## config.mk

```make
export PLATFORM = sky130hd
export DESIGN_NAME = mcycle_controller
export DESIGN_NICKNAME = d
export VERILOG_FILES = /design/src/rtl/cpu_ctrl_pkg.sv /design/src/rtl/mcycle_controller_cond_check.sv /design/src/rtl/mcycle_controller.sv
export SDC_FILE = /design/constraint.sdc
export NUM_CORES = 1
export LEC_CHECK = 0
export CORE_MARGIN = 2
export CORE_UTILIZATION = 47
export DETAILED_ROUTE_END_ITERATION = 8
export PLACE_DENSITY = 0.8
export REMOVE_ABC_BUFFERS = 1
export SLEW_MARGIN = 15
export SYNTH_ARGS = -nofsm -noshare
export SYNTH_HDL_FRONTEND = slang
export SYNTH_SLANG_ARGS = --single-unit
```

## constraint.sdc

```tcl
create_clock -name clk -period 3.25 [get_ports clk]
set_clock_uncertainty 0.05 [all_clocks]
set_input_delay 0.8125 -clock clk [delete_from_list [all_inputs] [get_ports clk]]
set_output_delay 0.8125 -clock clk [all_outputs]
set_load 0.02 [all_outputs]
```

## src/rtl/cpu_ctrl_pkg.sv

```systemverilog
// Shared definitions for the multicycle CPU controller: state encoding,
// instruction field constants, mux-select codes and the decode helper.
package cpu_ctrl_pkg;

    typedef enum logic [3:0] {
        S_FETCH       = 4'd0,
        S_FETCH_LATCH = 4'd1,
        S_DECODE      = 4'd2,
        S_EXEC_R      = 4'd3,
        S_EXEC_I      = 4'd4,
        S_WB_ALU      = 4'd5,
        S_WB_MOV      = 4'd6,
        S_LD_ADDR     = 4'd7,
        S_LD_WB       = 4'd8,
        S_ST          = 4'd9,
        S_BR          = 4'd10,
        S_JMP         = 4'd11,
        S_ILL         = 4'd12,
        S_PC_INC      = 4'd13
    } state_e;

    localparam logic [3:0] OP_RTYPE   = 4'b0000;
    localparam logic [3:0] OP_ANDI    = 4'b0001;
    localparam logic [3:0] OP_ORI     = 4'b0010;
    localparam logic [3:0] OP_XORI    = 4'b0011;
    localparam logic [3:0] OP_SPECIAL = 4'b0100;
    localparam logic [3:0] OP_ADDI    = 4'b0101;
    localparam logic [3:0] OP_SUBI    = 4'b1001;
    localparam logic [3:0] OP_CMPI    = 4'b1011;
    localparam logic [3:0] OP_BCOND   = 4'b1100;
    localparam logic [3:0] OP_MOVI    = 4'b1101;

    localparam logic [3:0] EXT_LOAD  = 4'b0000;
    localparam logic [3:0] EXT_STOR  = 4'b0100;
    localparam logic [3:0] EXT_CMP   = 4'b1011;
    localparam logic [3:0] EXT_JCOND = 4'b1100;
    localparam logic [3:0] EXT_MOV   = 4'b1101;

    localparam logic [3:0] COND_EQ = 4'b0000;
    localparam logic [3:0] COND_NE = 4'b0001;
    localparam logic [3:0] COND_CS = 4'b0010;
    localparam logic [3:0] COND_CC = 4'b0011;
    localparam logic [3:0] COND_HI = 4'b0100;
    localparam logic [3:0] COND_LS = 4'b0101;
    localparam logic [3:0] COND_GT = 4'b0110;
    localparam logic [3:0] COND_LE = 4'b0111;
    localparam logic [3:0] COND_FS = 4'b1000;
    localparam logic [3:0] COND_FC = 4'b1001;
    localparam logic [3:0] COND_LO = 4'b1010;
    localparam logic [3:0] COND_HS = 4'b1011;
    localparam logic [3:0] COND_LT = 4'b1100;
    localparam logic [3:0] COND_GE = 4'b1101;
    localparam logic [3:0] COND_UC = 4'b1110;
    localparam logic [3:0] COND_NV = 4'b1111;

    // PSR bit positions, {N,Z,F,L,C}
    localparam int PSR_N = 4;
    localparam int PSR_Z = 3;
    localparam int PSR_F = 2;
    localparam int PSR_L = 1;
    localparam int PSR_C = 0;

    localparam logic       MEM_S_RDEST = 1'b0;
    localparam logic       MEM_S_PC    = 1'b1;
    localparam logic       PC_S_RSRC   = 1'b0;
    localparam logic       PC_S_ALU    = 1'b1;
    localparam logic [1:0] WD_IMM      = 2'd0;
    localparam logic [1:0] WD_RSRC     = 2'd1;
    localparam logic [1:0] WD_MEM      = 2'd2;
    localparam logic [1:0] WD_ALU      = 2'd3;
    localparam logic [1:0] ALUA_RSRC   = 2'd0;
    localparam logic [1:0] ALUA_PC     = 2'd1;
    localparam logic [1:0] ALUA_IMM    = 2'd2;
    localparam logic [1:0] ALUB_RDEST  = 2'd0;
    localparam logic [1:0] ALUB_IMM    = 2'd1;
    localparam logic [1:0] ALUB_ONE    = 2'd2;

    function automatic state_e decode_next(input logic [3:0] op, input logic [3:0] ext);
        state_e nxt;
        nxt = S_ILL;
        case (op)
            OP_RTYPE:   nxt = (ext == EXT_MOV) ? S_WB_MOV : S_EXEC_R;
            OP_ADDI, OP_SUBI, OP_CMPI,
            OP_ANDI, OP_ORI, OP_XORI: nxt = S_EXEC_I;
            OP_MOVI:    nxt = S_WB_MOV;
            OP_BCOND:   nxt = S_BR;
            OP_SPECIAL: begin
                case (ext)
                    EXT_LOAD:  nxt = S_LD_ADDR;
                    EXT_STOR:  nxt = S_ST;
                    EXT_JCOND: nxt = S_JMP;
                    default:   nxt = S_ILL;
                endcase
            end
            default:    nxt = S_ILL;
        endcase
        return nxt;
    endfunction

    function automatic logic imm_is_signed(input logic [3:0] op);
        return (op == OP_ADDI) || (op == OP_SUBI) || (op == OP_CMPI);
    endfunction

endpackage

```

## src/rtl/mcycle_controller_cond_check.sv

```systemverilog
// Branch/jump condition evaluator: maps a 4-bit condition code and the
// registered flags to a single taken bit.
module cond_check
    import cpu_ctrl_pkg::*;
#(
    parameter int PSRL = 5
) (
    input  logic [3:0]      cond,
    input  logic [PSRL-1:0] psr,
    output logic            taken
);

    logic n_f, z_f, f_f, l_f, c_f;

    assign n_f = psr[PSR_N];
    assign z_f = psr[PSR_Z];
    assign f_f = psr[PSR_F];
    assign l_f = psr[PSR_L];
    assign c_f = psr[PSR_C];

    always_comb begin
        taken = 1'b0;
        case (cond)
            COND_EQ: taken = z_f;
            COND_NE: taken = !z_f;
            COND_CS: taken = c_f;
            COND_CC: taken = !c_f;
            COND_HI: taken = l_f;
            COND_LS: taken = !l_f;
            COND_GT: taken = n_f;
            COND_LE: taken = !n_f;
            COND_FS: taken = f_f;
            COND_FC: taken = !f_f;
            COND_LO: taken = !l_f && !z_f;
            COND_HS: taken = l_f || z_f;
            COND_LT: taken = !n_f && !z_f;
            COND_GE: taken = n_f || z_f;
            COND_UC: taken = 1'b1;
            default: taken = 1'b0;
        endcase
    end

endmodule

```

## src/rtl/mcycle_controller.sv

```systemverilog
// Multicycle control FSM: sequences each instruction through fetch, decode,
// execute, memory and write-back, driving all datapath selects and strobes.
module mcycle_controller
    import cpu_ctrl_pkg::*;
#(
    parameter int PSRL = 5
) (
    input  logic            clk,
    input  logic            reset,
    input  logic [3:0]      OP_CODE,
    input  logic [3:0]      OP_EXT,
    input  logic [3:0]      COND,
    input  logic [PSRL-1:0] PSR_OUT,
    output logic            PC_S,
    output logic            MEM_S,
    output logic [1:0]      WD_S,
    output logic [1:0]      ALUA_S,
    output logic [1:0]      ALUB_S,
    output logic            INSTR_EN,
    output logic            ALU_OUT_EN,
    output logic            MEM_REG_EN,
    output logic            PC_EN,
    output logic            PSR_EN,
    output logic            SE_SIGN,
    output logic            REG_WR,
    output logic            MEM_WE,
    output logic            FORCE_ADD,
    output logic            ILLEGAL
);

    state_e     state_q, state_d;
    logic [3:0] op_code_q, op_code_d;
    logic [3:0] op_ext_q, op_ext_d;
    logic [3:0] cond_q, cond_d;
    logic       taken;

    cond_check #(.PSRL(PSRL)) u_cond_check (
        .cond  (cond_q),
        .psr   (PSR_OUT),
        .taken (taken)
    );

    always_ff @(posedge clk) begin
        if (!reset) begin
            state_q   <= S_FETCH;
            op_code_q <= '0;
            op_ext_q  <= '0;
            cond_q    <= '0;
        end else begin
            state_q   <= state_d;
            op_code_q <= op_code_d;
            op_ext_q  <= op_ext_d;
            cond_q    <= cond_d;
        end
    end

    // Fields are held from DECODE onward so later states never see a changed IR.
    always_comb begin
        op_code_d = op_code_q;
        op_ext_d  = op_ext_q;
        cond_d    = cond_q;
        if (state_q == S_DECODE) begin
            op_code_d = OP_CODE;
            op_ext_d  = OP_EXT;
            cond_d    = COND;
        end
    end

    always_comb begin
        state_d = S_FETCH;
        case (state_q)
            S_FETCH:       state_d = S_FETCH_LATCH;
            S_FETCH_LATCH: state_d = S_DECODE;
            S_DECODE:      state_d = decode_next(OP_CODE, OP_EXT);
            S_EXEC_R:      state_d = (op_ext_q == EXT_CMP) ? S_PC_INC : S_WB_ALU;
            S_EXEC_I:      state_d = (op_code_q == OP_CMPI) ? S_PC_INC : S_WB_ALU;
            S_WB_ALU:      state_d = S_PC_INC;
            S_WB_MOV:      state_d = S_PC_INC;
            S_LD_ADDR:     state_d = S_LD_WB;
            S_LD_WB:       state_d = S_PC_INC;
            S_ST:          state_d = S_PC_INC;
            S_BR:          state_d = taken ? S_FETCH : S_PC_INC;
            S_JMP:         state_d = taken ? S_FETCH : S_PC_INC;
            S_ILL:         state_d = S_PC_INC;
            S_PC_INC:      state_d = S_FETCH;
            default:       state_d = S_FETCH;
        endcase
    end

    // Outputs are forced low for the whole cycle while reset is held.
    always_comb begin
        PC_S       = PC_S_RSRC;
        MEM_S      = MEM_S_RDEST;
        WD_S       = WD_IMM;
        ALUA_S     = ALUA_RSRC;
        ALUB_S     = ALUB_RDEST;
        INSTR_EN   = 1'b0;
        ALU_OUT_EN = 1'b0;
        MEM_REG_EN = 1'b0;
        PC_EN      = 1'b0;
        PSR_EN     = 1'b0;
        SE_SIGN    = 1'b0;
        REG_WR     = 1'b0;
        MEM_WE     = 1'b0;
        FORCE_ADD  = 1'b0;
        ILLEGAL    = 1'b0;
        if (reset) begin
            case (state_q)
                S_FETCH: MEM_S = MEM_S_PC;
                S_FETCH_LATCH: begin
                    MEM_S    = MEM_S_PC;
                    INSTR_EN = 1'b1;
                end
                S_EXEC_R: begin
                    ALUA_S     = ALUA_RSRC;
                    ALUB_S     = ALUB_RDEST;
                    ALU_OUT_EN = 1'b1;
                    PSR_EN     = 1'b1;
                end
                S_EXEC_I: begin
                    ALUA_S     = ALUA_IMM;
                    ALUB_S     = ALUB_RDEST;
                    ALU_OUT_EN = 1'b1;
                    PSR_EN     = 1'b1;
                    SE_SIGN    = imm_is_signed(op_code_q);
                end
                S_WB_ALU: begin
                    WD_S   = WD_ALU;
                    REG_WR = 1'b1;
                end
                S_WB_MOV: begin
                    WD_S   = (op_code_q == OP_RTYPE) ? WD_RSRC : WD_IMM;
                    REG_WR = 1'b1;
                end
                S_LD_ADDR: MEM_S = MEM_S_RDEST;
                S_LD_WB: begin
                    MEM_S      = MEM_S_RDEST;
                    MEM_REG_EN = 1'b1;
                    WD_S       = WD_MEM;
                    REG_WR     = 1'b1;
                end
                S_ST: begin
                    MEM_S  = MEM_S_RDEST;
                    MEM_WE = 1'b1;
                end
                S_BR: begin
                    ALUA_S    = ALUA_PC;
                    ALUB_S    = ALUB_IMM;
                    SE_SIGN   = 1'b1;
                    FORCE_ADD = 1'b1;
                    PC_S      = PC_S_ALU;
                    PC_EN     = taken;
                end
                S_JMP: begin
                    PC_S  = PC_S_RSRC;
                    PC_EN = taken;
                end
                S_ILL: ILLEGAL = 1'b1;
                S_PC_INC: begin
                    ALUA_S    = ALUA_PC;
                    ALUB_S    = ALUB_ONE;
                    FORCE_ADD = 1'b1;
                    PC_S      = PC_S_ALU;
                    PC_EN     = 1'b1;
                end
                default: ;
            endcase
        end
    end

endmodule

```

==> results of run 1 <==
worst register-to-register path: stages (launching register included):
cell and delay [ns]:
dfxtp_1 0.48, mux2_2 0.37, mux4_2 0.50, nor2_4 0.11, buf_4 0.11, buf_4 0.09, buf_4 0.09, buf_4 0.09
buf_4 0.09, buf_4 0.09, buf_4 0.09, buf_4 0.09, buf_4 0.09, o211a_1 0.19, a311oi_2 0.04
layer usage:
metal,GRT usage [%],vias up
met5,0,-
met4,8.54,0
met3,2.69,4
met2,44.2,48
met1,27.7,673
li1,-,711
how the worst max path moves through the flow:
stage / to / startpoint / depth (start not counted)
finish: PC_EN / PSR_OUT[4] / 7
global route: PC_EN / PSR_OUT[4] / 7
CTS: PC_EN / PSR_OUT[1] / 7
detailed placement: PC_EN / PSR_OUT[2] / 6
global placement: PC_EN / PSR_OUT[2] / 6
floorplan: PC_EN / PSR_OUT[2] / 4
flip-flops by register name (all words and copies together) (netlist names):
signal     flops
cond_q         4
op_code_q      4
op_ext_q       4
state_q        4
area by class of cell:
type | count | area (sq um)
clock buffers | 4 | 36.3
flip-flops and latches | 16 | 320
fillers | 198 | 676
well taps | 30 | 37.5
inverters | 5 | 18.8
repair buffers | 60 | 553
multi-input cells | 135 | 836
cells in the final DEF, fill, tap and decap left out, drive strengths merged, types with 3 or more instances in the layout:
master         count
o21ai              4
a21oi              9
dlygate4sd2        3
buf               25
mux2               3
dlymetal6s2s      10
o22ai              4
dfxtp             16
nor3               6
nor2              16
clkbuf             6
inv                5
clkdlybuf4s50     18
nand2             35
a31o               3
nand2b             6
a21boi            12
power by group through the flow:
stage / Combinational (uW) / Clock (uW) / Sequential, uW
detailed placement: 450 / 0 / 285
finish: 476 / 131 / 283
global route: 525 / 141 / 289
floorplan: 260 / 0 / 289
CTS: 476 / 133 / 280
global placement: 440 / 0 / 284
metrics by stage:
step | hold WS [ns] | setup TNS, ns | std cells | cell area [sq um]
6_report | 0.424 | 0 | 250 | 1800
5_1_grt | 0.452 | 0 | 250 | 1800
4_1_cts | 0.425 | 0 | 250 | 1780
3_5_place_dp | 0.412 | -0.818 | 235 | 1660
3_3_place_gp | 0.397 | -0.811 | 235 | 1660
2_1_floorplan | 0.389 | 0 | 156 | 1160
repair_timing:
action                                  4_1_cts  5_1_grt
endpoints found under the hold margin         0        0
hold buffers                                  0        0
endpoints found under the setup margin        4       11
gates resized for setup                      18       14
setup buffers                                11        0
pin swaps                                     5        4
cells by family after synthesis:
logic type / count (synthesis) / synth area share, %
AO/OA/AOI/OAI: 51 / 30.3
XOR/XNOR: 1 / 0.713
AND/OR/NAND/NOR: 78 / 30.8
buffers and inverters: 18 / 6.72
flip-flops: 16 / 26.1
multiplexers: 5 / 5.40
==> results.py, run 1 <==
metrics = {
    "drt": {
        "wire_per_inst_um": 13.3,
        "drc": 0,
        "drt_iter0_drc": 32,
        "firstDrtPassIters": 4,
        "ant_nets": 0,
        "route.met3.wl_um": 184,
        "wl_met1_um": 1390,
        "dr.max_layer_used": "met4",
        "via_count": 1436,
        "totalWireLength_um": 3310,
        "via_per_inst": 5.74,
        "wl_met2_um": 1690,
    },
    "job": {
        "cap_violations": 0,
    },
    "timing": {
        "slew_headroom_pct": 69.3,
        "worst_slack_ns": 0.0627,
        "tightest_slew_ns": 0.460,
        "finalHoldViolations": 0,
        "min_period_over_period_pct": 98.1,
        "finalCriticalPeriod_ns": 3.19,
        "slew_violations": 0,
        "rsz0062_at_grt": "no",
        "max_freq_mhz": 314,
        "setup_viol": 0,
    },
    "synth": {
        "synth.top_cell.area_share_pct": 26.1,
        "yosysWarningCount": 0,
        "syn_avg_cell_area_sq_um": 7.27,
        "synth_edf_count": 0,
        "yosysTopAreaCell": "dfxtp_1",
        "synth_cells": 169,
        "synth_most_common_cell": "nand2_1",
        "synthTopCellsByArea": "dfxtp_1 26%, nand2_1 11%, a21boi_0 7.3%",
        "async_reset_ff_share_pct": 0,
        "netlist_area_sq_mm": 0.00123,
        "ys_top_cells_by_count": "35 x nand2_1, 16 x dfxtp_1, 16 x nor2_1",
        "synth_top_flop_cell": "dfxtp_1",
        "synth_seq_cells": 16,
        "synth-seq-area-share_pct": 26.1,
        "ys_types": 49,
    },
    "setup_path": {
        "crit_path_end_kind": "output port",
        "critPathTopFamily": "multiplexers",
        "critPathBufInv": 2,
        "r2r_slack_ns": 0.55,
        "critical_path_class": "input port to output port",
        "ff2ff_path_depth": 14,
        "timing.rr.end": "state_q[0]",
        "cp.arrival_ns": 2.32,
        "cp.required_ns": 2.39,
        "crit_slowest_cell": "mux4_2",
        "r2r-start": "cond_q[1]",
        "start_kind": "input port",
        "crit_chain": "clkdlybuf4s15_1, mux2_2, mux4_2, nor2_4, a211o_1, a31o_1, buf_6",
        "cp_max_fo": 3,
        "slowest_delay_ns": 0.50,
    },
    "power_and_ir_drop": {
        "clock_power_share_pct": 14.7,
        "power_density_mw_per_mm2": 494,
        "swShare_pct": 40.9,
        "power_frac_comb_pct": 53.5,
        "ir_worst_vdd_mv": 0.307,
        "leakagePower_uw": 0.000881,
        "pwr-share-seq_pct": 31.8,
        "total_power_uw": 890,
        "power_switching_uw": 364,
        "p_int_uw": 526,
    },
    "clocking": {
        "cts_root_buf": "clkbuf_4",
        "cts.sinks": 16,
        "cts_tree": "done",
        "clockBufferDepth": 2,
        "worstSkewPairLatency_ns": 0.29,
        "numCtsBuffers": 3,
        "htreeDepth": 1,
        "clk_pin_slew_ns": 0.09,
    },
    "cells_and_area": {
        "syn_to_final_growth_pct": 46.6,
        "diodes": 0,
        "drive_above_1_share_pct": 19.5,
        "finalNetCount": 240,
        "postLayoutCoreUtil_pct": 72.7,
    },
    "floorplan": {
        "die_area_sq_mm": 0.00304,
        "core-area_sq_mm": 0.00248,
        "ios": 37,
        "start_util_pct": 49.6,
        "die_y_um": 55.1,
        "die_w_um": 55.1,
        "rows": 18,
    },
    "placed_design": {
        "dp_slack_ns": -0.728,
        "io_buffers": 36,
        "place_hpwl_um": 2470,
        "routabilityCongestion": 0.833,
    },
    "worst_hold_path": {
        "holdPathStages": 2,
        "hold_end": "op_ext_q[0]",
        "min_path_type": "register to register",
        "hp-start": "op_ext_q[0]",
    },
    "global_route": {
        "grt_max_degree": 16,
        "grt_overflow": 0,
        "gr-usage-all-layers_pct": 23.7,
        "antenna_found_initial": 0,
        "grt_pass1_vias": 1311,
        "grt_pass1_wl_um": 5250,
    },
    "run_status": {
        "status": "completed",
    },
}
Note: power is estimated with default switching activity, not from simulation.
==> run 2: changes to the inputs <==
--- a/config.mk
+++ b/config.mk
@@ -7,6 +7,7 @@
 export LEC_CHECK = 0
 export CORE_MARGIN = 2
 export CORE_UTILIZATION = 47
+export CTS_CLUSTER_DIAMETER = 50
 export DETAILED_ROUTE_END_ITERATION = 8
 export PLACE_DENSITY = 0.8
 export REMOVE_ABC_BUFFERS = 1
==> results of run 2 <==
No change in the layout: final DEF, timing and power equal those of run 1.
==> run 3: changes to the inputs <==
--- a/config.mk
+++ b/config.mk
@@ -7,10 +7,9 @@
 export LEC_CHECK = 0
 export CORE_MARGIN = 2
 export CORE_UTILIZATION = 47
-export CTS_CLUSTER_DIAMETER = 50
+export CTS_CLUSTER_DIAMETER = 150
 export DETAILED_ROUTE_END_ITERATION = 8
 export PLACE_DENSITY = 0.8
-export REMOVE_ABC_BUFFERS = 1
 export SLEW_MARGIN = 15
 export SYNTH_ARGS = -nofsm -noshare
 export SYNTH_HDL_FRONTEND = slang
==> run 3 against run 2 <==
  * Hold slack worse by 0.0071 ns
  * Global-route usage is 1.8 points higher
  * Total power is 2.0% higher
  * Cell count is 1.2% higher
  * Sequential power hardly changed
  * Critical path type unchanged
  * Utilization is 1.2 points higher
  * Non-clock buffer count is 3 higher
  * Largest cell class unchanged
  * Clock-buffer cell count stayed put
==> results.py, run 3 (same netlist as run 1, synthesis figures left out) <==
metrics = {
    "clocking": {
        "clockBufferDepth": 2,
        "cts.sinks": 16,
        "htreeDepth": 1,
        "numCtsBuffers": 3,
        "clk_pin_slew_ns": 0.09,
        "worstSkewPairLatency_ns": 0.29,
        "cts_root_buf": "clkbuf_4",
        "ctsHoldBuffers": 0,
        "cts_tree": "done",
    },
    "run_status": {
        "status": "completed",
    },
    "setup_path": {
        "slowest_delay_ns": 0.35,
        "start_kind": "input port",
        "critical_path_class": "input port to output port",
        "critPathBufInv": 3,
        "crit_slowest_cell": "a311o_1",
        "crit_path_end_kind": "output port",
        "cp.required_ns": 2.39,
        "cp.arrival_ns": 2.32,
        "critPathTopFamily": "compound AO/OA/AOI/OAI gates",
        "cp_max_fo": 2,
        "r2r_slack_ns": 0.54,
        "crit_chain": "clkdlybuf4s15_1, buf_4, and4b_2, a311o_1, a211o_1, a31o_1, buf_6",
    },
    "cells_and_area": {
        "syn_to_final_growth_pct": 49.1,
        "finalNetCount": 243,
        "fill_cells": 209,
        "drive_above_1_share_pct": 20.2,
        "diodes": 0,
        "mostFrequentLayoutCells": "35 x nand2_1, 27 x buf_4, 17 x clkdlybuf4s50_1",
        "layout_commonest_cell": "nand2_1",
    },
    "global_route": {
        "grt_max_degree": 17,
        "grt_pass1_vias": 1362,
        "gr-usage-all-layers_pct": 25.5,
        "antenna_found_initial": 0,
        "grt_pass1_wl_um": 5550,
        "grt_overflow": 0,
    },
    "floorplan": {
        "die_area_sq_mm": 0.00304,
        "die_w_um": 55.1,
        "rows": 18,
        "start_util_pct": 49.6,
        "core-area_sq_mm": 0.00248,
        "ios": 37,
        "die_y_um": 55.1,
    },
    "timing": {
        "rsz0062_at_grt": "no",
        "finalHoldViolations": 0,
        "slew_violations": 0,
        "hold_slack_ns": 0.417,
        "max_freq_mhz": 314,
        "slew_headroom_pct": 69.4,
        "min_period_over_period_pct": 98.0,
        "tightest_slew_ns": 0.458,
        "setup_viol": 0,
        "finalCriticalPeriod_ns": 3.19,
    },
    "power_and_ir_drop": {
        "power_density_mw_per_mm2": 496,
        "ir_worst_vdd_mv": 0.362,
        "leakagePower_uw": 0.000902,
        "p_int_uw": 532,
        "total_power_uw": 908,
        "power_frac_comb_pct": 53.6,
        "clock_power_share_pct": 15.0,
        "pwr-share-seq_pct": 31.4,
        "swShare_pct": 41.4,
        "power_switching_uw": 376,
    },
    "drt": {
        "firstDrtPassIters": 4,
        "drc": 0,
        "totalWireLength_um": 3500,
        "via_per_inst": 5.61,
        "drt_iter0_drc": 45,
        "wire_per_inst_um": 13.8,
        "via_count": 1419,
        "ant_nets": 0,
    },
    "synth": {
        "synth_nets": 188,
    },
    "job": {
        "cap_violations": 0,
    },
    "placed_design": {
        "place_hpwl_um": 2530,
        "routabilityCongestion": 0.777,
        "io_buffers": 36,
    },
    "worst_hold_path": {
        "min_path_type": "register to register",
    },
}
[run 3: cell count changes in the layout (fill, tap and decap cells not counted), sizes merged]
cell | previous run | this run
clkdlybuf4s50 | 18 | 17
clkbuf | 6 | 5
buf | 25 | 28
dlygate4sd2 | 3 | 4
clkdlybuf4s15 | 2 | 3
[run 3: metrics by stage]
step	setup WS, ns	std cells	TNS [ns]	util (%)	instance area [sq um]
global placement	-0.679	238	-0.727	67.9	1680
floorplan	0.272	169	0	-	1230
finish	0.0638	253	0	73.9	1830
global route	0.0234	253	0	73.9	1830
detailed placement	-0.700	238	-0.791	67.9	1680
CTS	0.00252	252	0	72.4	1790
[run 3: power groups by stage]
stage                     Combinational [uW]  Clock [uW]  Sequential, uW
after global routing                     534         147             292
final                                    487         136             285
after CTS                                483         139             283
after global placement                   449           0             284
after floorplan                          316           0             255
after detailed placement                 461           0             287
[run 3: path summary, 6_finish.rpt]
path         depth (start not counted)           to        start
max                                  7        PC_EN   PSR_OUT[1]
min reg2reg                          2  op_ext_q[1]  op_ext_q[1]
max reg2reg                         14   state_q[0]    cond_q[1]
min                                  2  op_ext_q[1]  op_ext_q[1]
[run 3: per-layer routing]
layer	part of all wire (%)	GRT usage, %	vias to the layer above
li1	-	-	717
met2	52	49.4	44
met4	0.46	6.91	0
met3	4.7	3.49	4
met5	0	0	-
met1	42	28.7	654
[run 3: cell type report]
cell class | instances | area, sq um | share of cell area, %
Multi-Input combinational cell | 135 | 840 | 45.8
Timing Repair Buffer | 63 | 579 | 31.6
Sequential cell | 16 | 320 | 17.5
Tap cell | 30 | 37.5 | 2.05
Clock buffer | 4 | 36.3 | 1.98
Inverter | 5 | 18.8 | 1.02
[run 3: worst register-to-register path, stage by stage (launching register included)]
cell and delay (ns):
dfxtp_1 0.49, mux2_2 0.37, mux4_2 0.50, nor2_4 0.11, buf_4 0.11, buf_4 0.09
buf_4 0.09, buf_4 0.09, buf_4 0.09, buf_4 0.09, buf_4 0.09, buf_4 0.09
buf_4 0.09, o211a_1 0.19, a311oi_2 0.04
[run 3: timing repair]
item                                    4_1_cts  5_1_grt
pin swaps                                     5        5
setup buffers                                10        1
endpoints found under the setup margin        4       11
resized for setup                            17       16
